`src/rtl/rv_alu_pkg.sv`:
```
// Shared constants and types for the ALU issue unit: ALU op codes,
// RV32 opcode/funct fields, instruction kinds and FSM states.
package rv_alu_pkg;

    localparam logic [3:0] ALU_AND = 4'b0000;
    localparam logic [3:0] ALU_OR  = 4'b0001;
    localparam logic [3:0] ALU_ADD = 4'b0010;
    localparam logic [3:0] ALU_SUB = 4'b0110;

    localparam logic [6:0] OPC_OP     = 7'b0110011;
    localparam logic [6:0] OPC_OP_IMM = 7'b0010011;
    localparam logic [6:0] OPC_BRANCH = 7'b1100011;

    localparam logic [2:0] F3_ADD = 3'b000;
    localparam logic [2:0] F3_OR  = 3'b110;
    localparam logic [2:0] F3_AND = 3'b111;
    localparam logic [2:0] F3_BEQ = 3'b000;
    localparam logic [2:0] F3_BNE = 3'b001;

    localparam logic [6:0] F7_BASE = 7'b0000000;
    localparam logic [6:0] F7_SUB  = 7'b0100000;

    typedef enum logic [1:0] {
        KIND_ALU = 2'd0,
        KIND_BEQ = 2'd1,
        KIND_BNE = 2'd2
    } kind_e;

    typedef enum logic [1:0] {
        ST_IDLE = 2'd0,
        ST_EXEC = 2'd1,
        ST_RESP = 2'd2
    } state_e;

endpackage

```
`src/rtl/alu_decoder.sv`:
```
// Combinational RV32 decode for the supported ALU subset: produces the ALU
// op, whether operand B is the I-type immediate, the instruction kind and
// an illegal flag for everything outside the subset.
module alu_decoder
    import rv_alu_pkg::*;
(
    input  logic [6:0] i_opcode,
    input  logic [2:0] i_funct3,
    input  logic [6:0] i_funct7,
    output logic [3:0] o_op,
    output logic       o_imm_sel,
    output kind_e      o_kind,
    output logic       o_illegal
);

    // Decode table; anything not explicitly matched stays illegal.
    always_comb begin
        o_op      = ALU_ADD;
        o_imm_sel = 1'b0;
        o_kind    = KIND_ALU;
        o_illegal = 1'b1;
        case (i_opcode)
            OPC_OP: begin
                if (i_funct3 == F3_ADD && i_funct7 == F7_BASE) begin
                    o_op = ALU_ADD; o_illegal = 1'b0;
                end else if (i_funct3 == F3_ADD && i_funct7 == F7_SUB) begin
                    o_op = ALU_SUB; o_illegal = 1'b0;
                end else if (i_funct3 == F3_AND && i_funct7 == F7_BASE) begin
                    o_op = ALU_AND; o_illegal = 1'b0;
                end else if (i_funct3 == F3_OR && i_funct7 == F7_BASE) begin
                    o_op = ALU_OR; o_illegal = 1'b0;
                end
            end
            OPC_OP_IMM: begin
                o_imm_sel = 1'b1;
                if (i_funct3 == F3_ADD) begin
                    o_op = ALU_ADD; o_illegal = 1'b0;
                end else if (i_funct3 == F3_AND) begin
                    o_op = ALU_AND; o_illegal = 1'b0;
                end else if (i_funct3 == F3_OR) begin
                    o_op = ALU_OR; o_illegal = 1'b0;
                end
            end
            OPC_BRANCH: begin
                o_op = ALU_SUB;
                if (i_funct3 == F3_BEQ) begin
                    o_kind = KIND_BEQ; o_illegal = 1'b0;
                end else if (i_funct3 == F3_BNE) begin
                    o_kind = KIND_BNE; o_illegal = 1'b0;
                end
            end
            default: ;
        endcase
    end

endmodule

```
`src/rtl/alu_issue_unit.sv`:
```
// Single-outstanding ALU issue unit: accepts one instruction, drives an
// external ALU from registered operands, captures its result and presents
// it until the consumer takes it.
//
// state | meaning
// IDLE  | ready for a request; ALU registers hold the last legal issue
// EXEC  | ALU driven from registers; result and zero flag captured at end
// RESP  | response valid and held until out_ready_i
module alu_issue_unit
    import rv_alu_pkg::*;
#(
    parameter int XLEN = 32
)
(
    input  logic            clk_i,
    input  logic            rst_ni,
    input  logic            in_valid_i,
    output logic            in_ready_o,
    input  logic [31:0]     instr_i,
    input  logic [XLEN-1:0] rs1_data_i,
    input  logic [XLEN-1:0] rs2_data_i,
    output logic [XLEN-1:0] alu_a_o,
    output logic [XLEN-1:0] alu_b_o,
    output logic [3:0]      alu_op_o,
    input  logic [XLEN-1:0] alu_c_i,
    input  logic            alu_zero_i,
    output logic            out_valid_o,
    input  logic            out_ready_i,
    output logic [XLEN-1:0] result_o,
    output logic            branch_taken_o,
    output logic            illegal_o
);

    state_e          r_state;
    state_e          w_state_next;
    logic [XLEN-1:0] r_a;
    logic [XLEN-1:0] r_b;
    logic [3:0]      r_op;
    kind_e           r_kind;
    logic [XLEN-1:0] r_result;
    logic            r_taken;
    logic            r_illegal;

    logic [3:0]      w_op;
    logic            w_imm_sel;
    kind_e           w_kind;
    logic            w_illegal;
    logic            w_accept;
    logic [XLEN-1:0] w_imm;
    logic            w_unused_bits;

    alu_decoder u_dec (
        .i_opcode  (instr_i[6:0]),
        .i_funct3  (instr_i[14:12]),
        .i_funct7  (instr_i[31:25]),
        .o_op      (w_op),
        .o_imm_sel (w_imm_sel),
        .o_kind    (w_kind),
        .o_illegal (w_illegal)
    );

    assign w_imm         = {{(XLEN-12){instr_i[31]}}, instr_i[31:20]};
    assign w_accept      = in_valid_i & in_ready_o;
    // Register-index fields are irrelevant here: operands arrive as data.
    assign w_unused_bits = ^{instr_i[19:15], instr_i[11:7]};

    // State register.
    always_ff @(posedge clk_i or negedge rst_ni) begin
        if (!rst_ni) r_state <= ST_IDLE;
        else         r_state <= w_state_next;
    end

    // Next-state and handshake outputs.
    always_comb begin
        w_state_next = r_state;
        in_ready_o   = 1'b0;
        out_valid_o  = 1'b0;
        case (r_state)
            ST_IDLE: begin
                in_ready_o = 1'b1;
                if (in_valid_i) w_state_next = w_illegal ? ST_RESP : ST_EXEC;
            end
            ST_EXEC: w_state_next = ST_RESP;
            ST_RESP: begin
                out_valid_o = 1'b1;
                if (out_ready_i) w_state_next = ST_IDLE;
            end
            default: w_state_next = ST_IDLE;
        endcase
    end

    // Operand latch on accept and result capture at the end of EXEC.
    // An illegal request leaves the ALU registers untouched.
    always_ff @(posedge clk_i or negedge rst_ni) begin
        if (!rst_ni) begin
            r_a       <= '0;
            r_b       <= '0;
            r_op      <= ALU_ADD;
            r_kind    <= KIND_ALU;
            r_result  <= '0;
            r_taken   <= 1'b0;
            r_illegal <= 1'b0;
        end else if (w_accept) begin
            if (w_illegal) begin
                r_result  <= '0;
                r_taken   <= 1'b0;
                r_illegal <= 1'b1;
            end else begin
                r_a       <= rs1_data_i;
                r_b       <= w_imm_sel ? w_imm : rs2_data_i;
                r_op      <= w_op;
                r_kind    <= w_kind;
                r_illegal <= 1'b0;
            end
        end else if (r_state == ST_EXEC) begin
            r_result <= alu_c_i;
            r_taken  <= ((r_kind == KIND_BEQ) &  alu_zero_i) |
                        ((r_kind == KIND_BNE) & ~alu_zero_i);
        end
    end

    assign alu_a_o        = r_a;
    assign alu_b_o        = r_b;
    assign alu_op_o       = r_op;
    assign result_o       = r_result;
    assign branch_taken_o = r_taken;
    assign illegal_o      = r_illegal;

endmodule

```
`config.mk`:
```
export PLATFORM = sky130hd
export DESIGN_NAME = alu_issue_unit
export DESIGN_NICKNAME = d
export VERILOG_FILES = /design/src/rtl/rv_alu_pkg.sv /design/src/rtl/alu_decoder.sv /design/src/rtl/alu_issue_unit.sv
export SDC_FILE = /design/constraint.sdc
export NUM_CORES = 1
export LEC_CHECK = 0
export BUFFER_PORTS_ARGS = -buffer_cell sky130_fd_sc_hd__buf_2
export CELL_PAD_IN_SITES_DETAIL_PLACEMENT = 0
export CELL_PAD_IN_SITES_GLOBAL_PLACEMENT = 1
export CORE_MARGIN = 5
export CORE_UTILIZATION = 30
export DETAILED_ROUTE_END_ITERATION = 6
export HOLD_SLACK_MARGIN = 0.1
export PLACE_DENSITY_LB_ADDON = 0.1
export SLEW_MARGIN = 20
export SYNTH_ARGS = -nofsm -noshare
export SYNTH_HDL_FRONTEND = slang
export SYNTH_HIERARCHICAL = 1
export SYNTH_SLANG_ARGS = --single-unit
```
`constraint.sdc`:
```
create_clock -name clk_i -period 1.65 [get_ports clk_i]
set_clock_uncertainty 0.2 [all_clocks]
set_input_delay 0 -clock clk_i [delete_from_list [all_inputs] [get_ports clk_i]]
set_output_delay 0 -clock clk_i [all_outputs]
set_load 0.005 [all_outputs]
```
; ---- Word level (Yosys, flattened, before mapping)
; Index checks and enable logic that the tools add are counted.
[classes]
eq_ne = 14
n_mux = 36
bitwise_logic = 6
n_reduce_logical = 11
[ops]
columns = operator, count
row1 = 32-bit two-way mux, 4
row2 = 4-bit two-way mux, 5
row3 = 1-bit two-way mux, 16
row4 = 2-bit two-way mux, 8
row5 = 7-bit by 6-bit equality test with 1-bit output (second input constant), 2
row6 = 4-bit one-hot mux with 3 select lines, 1
row7 = 7-bit by 5-bit equality test with 1-bit output (second input constant), 1
row8 = 7-bit equality test (second input constant), 1
row9 = 7-bit zero test, 1
row10 = 3-bit equality test (second input constant), 2
row11 = 2-bit inequality test (second input constant), 3
row12 = 2-bit one-hot mux with 3 select lines, 1
row13 = 2-bit AND reduction, 3
row14 = 2-bit by 1-bit equality test with 1-bit output (second input constant), 2
row15 = 2-bit equality test (second input constant), 2
row16 = 1-bit logical AND, 4
row17 = 1-bit AND, 3
row18 = 3-bit by 1-bit equality test with 1-bit output (second input constant), 1
row19 = 3-bit zero test, 1
row20 = 1-bit one-hot mux with 3 select lines, 1
row21 = 2-bit zero test, 1
row22 = 1-bit inverter, 2
row23 = 2-bit nonzero test, 1
row24 = 1-bit OR, 1
[totals]
ff_bits = 106
inputBits = 133
out_inout_bits = 104
elab_cells = 75

; ---- Longest topological paths before layout
[depth]
depth_word = 10
depth_mapped = 8
mapped_depth_nobuf = 6

; ---- Modules after synthesis
; Netlist, hierarchy kept.
[modules_own_cells]
columns = module, instances, cells_per_inst, area_each_um2, seq_area_each_um2
row1 = alu_issue_unit, 1, 312, 4115.2, 2653.8
row2 = alu_decoder, 1, 25, 186.4, 0.0

; ---- Least setup slack after synthesis
; No wires, ideal clock.
[synth_timing]
kind = input -> register
from = in instr_i[28]
to = reg r_a[5] (netlist: alu_a_o[5])
setup_time_ps = 127
arrival_time_ps = 1826
t_required_ps = 1323
path_slack_ps = -503
path_stages = 7
n_path_buf = 2
path_cell_list = or4_4 o31ai_1 a32oi_1 nor4b_4 buf_6 buf_6 mux2_1
[synth_between]
elab_chain_cells = 9
elab_cells_between_ends = 13
classes_between = 1 x eq/ne / 5 x mux / 1 x bitwise / 6 x reduce/logical
[synth_lines]
columns = element, line_no
row1 = "start, declared", alu_issue_unit.sv:19  ; input logic [31:0] instr_i,
row2 = 7-bit zero test, "alu_decoder.sv:24, alu_decoder.sv:28, alu_decoder.sv:30"
row3 = 1-bit logical AND, alu_decoder.sv:30  ; end else if (i_funct3 == F3_OR && i_funct7 == F7_BASE) begin
row4 = 1-bit two-way mux, alu_decoder.sv:30
row5 = 1-bit two-way mux, alu_decoder.sv:28  ; end else if (i_funct3 == F3_AND && i_funct7 == F7_BASE) begin
row6 = 1-bit two-way mux, alu_decoder.sv:26  ; end else if (i_funct3 == F3_ADD && i_funct7 == F7_SUB) begin
row7 = 1-bit two-way mux *, alu_decoder.sv:24  ; if (i_funct3 == F3_ADD && i_funct7 == F7_BASE) begin
row8 = 1-bit one-hot mux with 3 select lines *, alu_decoder.sv:22  ; case (i_opcode)
row9 = via w_illegal, alu_issue_unit.sv:47  ; logic w_illegal;
row10 = 1-bit inverter (no line) *, n/a
row11 = 2-bit AND reduction (no line) *, n/a
row12 = "end signal, assigned", alu_issue_unit.sv:109  ; r_a <= rs1_data_i;
row13 = "end, declared", alu_issue_unit.sv:36  ; logic [XLEN-1:0] r_a;
; The timed path passes the listed nets; every way through them passes the cells marked *.
; A chain may end at the register's enable or synchronous reset.

; ---- Final worst setup path
[layout_timing]
from = in instr_i[28]
to = reg r_a[25] (netlist: alu_a_o[25])
; The elaborated chain is that of the path after synthesis.

==> summary.md <==
| Metric | Value |
|---|---|
| Placed cell area | `5890 µm²` |
| Worst Setup Slack, final | `-0.326 ns` |
| Largest fanout on the critical path | `16` |
| Share of the yosys chip area belonging to registers | `0.617` |
| Buffer type at the clock tree root | `clkbuf_16` |
| Startpoint kind of the worst setup timing path | `primary input` |
| Worst-case headroom to the max-slew limit | `0.541` |
| GR Util All Layers | `0.169` |
| Antenna diode instance count | `0` |
| Total congestion overflow | `0` |
| Die extent in y | `130 µm` |
| Setup Viol. Count Final | `105` |
| Startpoint-to-endpoint class of the critical path | `primary input to flop` |
| Detailed-router iteration count before antenna repair | `4` |
| Routed WL | `14300 µm` |
| Detailed router's first-iteration violation count | `130` |
| Number of sinks handled by clock tree synthesis | `106` |
| Clock slew at reported path FFs | `0.07 ns` |
| Clock insertion delay at the later pin of the skew report | `0.35 ns` |
| Share of post-route cells with drive strength above 1 | `0.464` |
| Filler Cell Count | `1203` |
| Final clock period utilization by the worst path | `1.20` |
| Number of warnings printed during yosys synthesis | `6` |
| Die W | `130 µm` |
| H-tree levels | `3` |
| Via count of the first global-routing pass | `4388` |
| Final Non-Filler Cells | `894` |
| Path class of the lowest-slack min-delay path | `primary input to flop` |
| Synthesized Nets | `470` |
| Weighted congestion at the end of routability-driven global placement | `0.789` |
| CTS max path bufs | `2` |
| Endpoint arrival time on the critical path | `2.01 ns` |
| Post-place setup slack | `-0.704 ns` |
| Floorplan row count | `43` |
| Sum of net half-perimeters after detailed placement | `9310 µm` |
| Total of flip-flops plus latches after synthesis | `106` |
| Slew Limit Fails | `0` |
| Number of cells after detailed placement | `749` |
| Synthesized cell area | `4300 µm²` |
| Sort of element at the end of the critical path | `flop` |
| Failing checks | `negative setup slack` |
| Setup TNS Final | `-21.30 ns` |
| Slew of the pin with the lowest slew margin | `0.686 ns` |
| Final #Nets | `842` |
| Count of maximum capacitance violations | `0` |
| Syn avg cell area | `12.8 µm²` |
| Hold Buf Count CTS | `119` |
| Setup repair after global routing missed its margin | `true` |
| Number of port buffers | `226` |
| Avg Vias per Cell | `4.53` |
| Maximum number of pins on one net before global-route repair | `44` |
| Cell area power density | `758 nW/µm²` |
| Final worst hold slack | `0.0809 ns` |
| Critical path required time | `1.68 ns` |
| TritonCTS clock tree | `built` |
| Post-route design area | `7590 µm²` |
| Total core area | `14000 µm²` |
| Status | `finished with violations` |
| Area delta synth->final | `76.5%` |
| Cell leakage power | `3.98 nW` |
| Average detailed-routed wire length per instance | `16.0 µm` |
| Initial antenna violation count | `0` |
| Final worst path period need | `1.98 ns` |
| Peak ir drop on the vdd network | `0.583 mV` |
| Starting Density | `0.308` |
| DRC Markers | `0` |
| Via Count | `4046` |
| Die Outline Area | `16800 µm²` |
| Count of distinct cell types in the synthesized netlist | `34` |
| Global-route wire length before repair | `22200 µm` |
| Number of nets with antenna violations after routing | `0` |
| Achievable Freq | `506 MHz` |
| Top-Level Pins | `237` |
| Cells after Synth | `337` |
| Number of CTS-inserted buffers | `9` |
| Final hold violations | `0` |
## power breakdown
| group | internal (mW) | switching [mW] |
|---|---|---|
| clock network | 1.22 | 0.936 |
| logic | 0.522 | 0.329 |
| registers | 2.70 | 0.0527 |
## logic make-up after synthesis
| family | share of synthesized area |
|---|---|
| muxes | 0.128 |
| AOI/OAI and AO/OA | 0.148 |
| buffers and inverters | 0.0378 |
| DFF | 0.617 |
| other | 0.000872 |
| and+or+nand+nor | 0.0686 |
## per-layer routing
| metal | track usage | part of all wire | vias up |
|---|---|---|---|
| li1 | - | - | 1950 |
| met1 | 0.198 | 0.40 | 1919 |
| met2 | 0.294 | 0.51 | 153 |
| met3 | 0.0553 | 0.068 | 24 |
| met4 | 0.0568 | 0.024 | 0 |
| met5 | 0 | 0 | - |
## per-stage QoR
step / power, mW / utilization
global route: 6.05 / 0.543
CTS: 5.88 / 0.543
detailed placement: 3.39 / 0.421
global placement: 3.38 / 0.421
floorplan: 2.99 / -
finish: 5.75 / 0.543
## final timing paths
check	from	endpoint	slack [ns]	cells after the start
min in group asynchronous	rst_ni	alu_b_o[10]	0.58	3
max in group asynchronous	rst_ni	result_o[6]	0.18	4
setup reg to reg	r_state[1]	alu_a_o[25]	-0.11	4
hold reg to reg	alu_a_o[5]	alu_a_o[5]	0.30	1
setup / recovery	instr_i[28]	alu_a_o[25]	-0.33	8
hold / removal	instr_i[6]	alu_op_o[1]	0.08	5
## area by class of cell
class                      count  area, µm²  share of cell area
tap                          180        225              0.0297
inverter                       2       7.51            0.000989
timing repair buffer         386       2860               0.377
sequential                   106       2650               0.350
multi-input combinational    204       1550               0.204
clock buffer                  12        246              0.0325
clock inverter                 4       51.3             0.00676
## layout by cell type, fill, tap and decap left out, types with 2 or more instances in the layout
| master | netlist | layout |
|---|---|---|
| nand2b_1 | 2 | 2 |
| mux2i_1 | 11 | 11 |
| dlygate4sd3_1 | 0 | 119 |
| clkbuf_1 | 6 | 2 |
| or4_4 | 2 | 2 |
| a22o_1 | 33 | 33 |
| buf_12 | 0 | 10 |
| inv_1 | 2 | 2 |
| mux2_1 | 2 | 2 |
| dfrtp_1 | 105 | 105 |
| buf_4 | 10 | 21 |
| buf_16 | 0 | 2 |
| buf_2 | 7 | 224 |
| buf_8 | 0 | 2 |
| a21oi_1 | 54 | 53 |
| buf_6 | 2 | 7 |
| mux2_4 | 0 | 7 |
| clkbuf_16 | 0 | 10 |
| nand2_1 | 5 | 5 |
| or3_1 | 3 | 3 |
| and2_1 | 2 | 2 |
| mux2_2 | 37 | 30 |
| nor2_1 | 36 | 35 |
## synthesized netlist by cell type
| master | number | area, µm² |
|---|---|---|
| dfrtp_1 | 105 | 2630 |
| a21oi_1 | 54 | 270 |
| mux2_2 | 37 | 417 |
| nor2_1 | 36 | 135 |
| a22o_1 | 33 | 289 |
| mux2i_1 | 11 | 110 |
| buf_4 | 10 | 75.1 |
| buf_2 | 7 | 35.0 |
| clkbuf_1 | 6 | 22.5 |
| nand2_1 | 5 | 18.8 |
| or3_1 | 3 | 18.8 |
| and2_1 | 2 | 12.5 |
| buf_6 | 2 | 22.5 |
| inv_1 | 2 | 7.51 |
| mux2_1 | 2 | 22.5 |
| nand2b_1 | 2 | 12.5 |
| o21ai_0 | 2 | 10.0 |
| or4_4 | 2 | 22.5 |
| a2111oi_4 | 1 | 27.5 |
| a211o_1 | 1 | 8.76 |
| a32oi_1 | 1 | 8.76 |
| and3_1 | 1 | 6.26 |
| conb_1 | 1 | 3.75 |
| dfstp_2 | 1 | 26.3 |
| nand4bb_1 | 1 | 11.3 |
| nor2b_1 | 1 | 6.26 |
| nor3_1 | 1 | 5.00 |
| nor3b_1 | 1 | 7.51 |
| nor4b_4 | 1 | 23.8 |
| o22ai_1 | 1 | 6.26 |
| o31ai_1 | 1 | 7.51 |
| o41ai_1 | 1 | 8.76 |
| or2_2 | 1 | 6.26 |
| or3b_2 | 1 | 8.76 |
## registers in the layout, summed over array words and instances, names as in the netlist
name            flops
alu_b_o            32
result_o           32
alu_op_o            4
r_state             2
r_kind              2
alu_a_o            32
branch_taken_o      1
illegal_o           1
## critical path: stages
cell and delay [ns]:
buf_6 0.09, or4_4 0.56, o31ai_4 0.21, a32oi_2 0.17
nor4b_4 0.24, buf_6 0.19, buf_12 0.18, mux2_2 0.36
## what timing repair did
item	4_1_cts	5_1_grt
gates resized for setup	16	15
pin swaps	3	8
cloned	5	1
setup buffers	5	4
hold endpoints to repair	210	1
setup endpoints to repair	105	105
(Power assumes the default switching activity.)
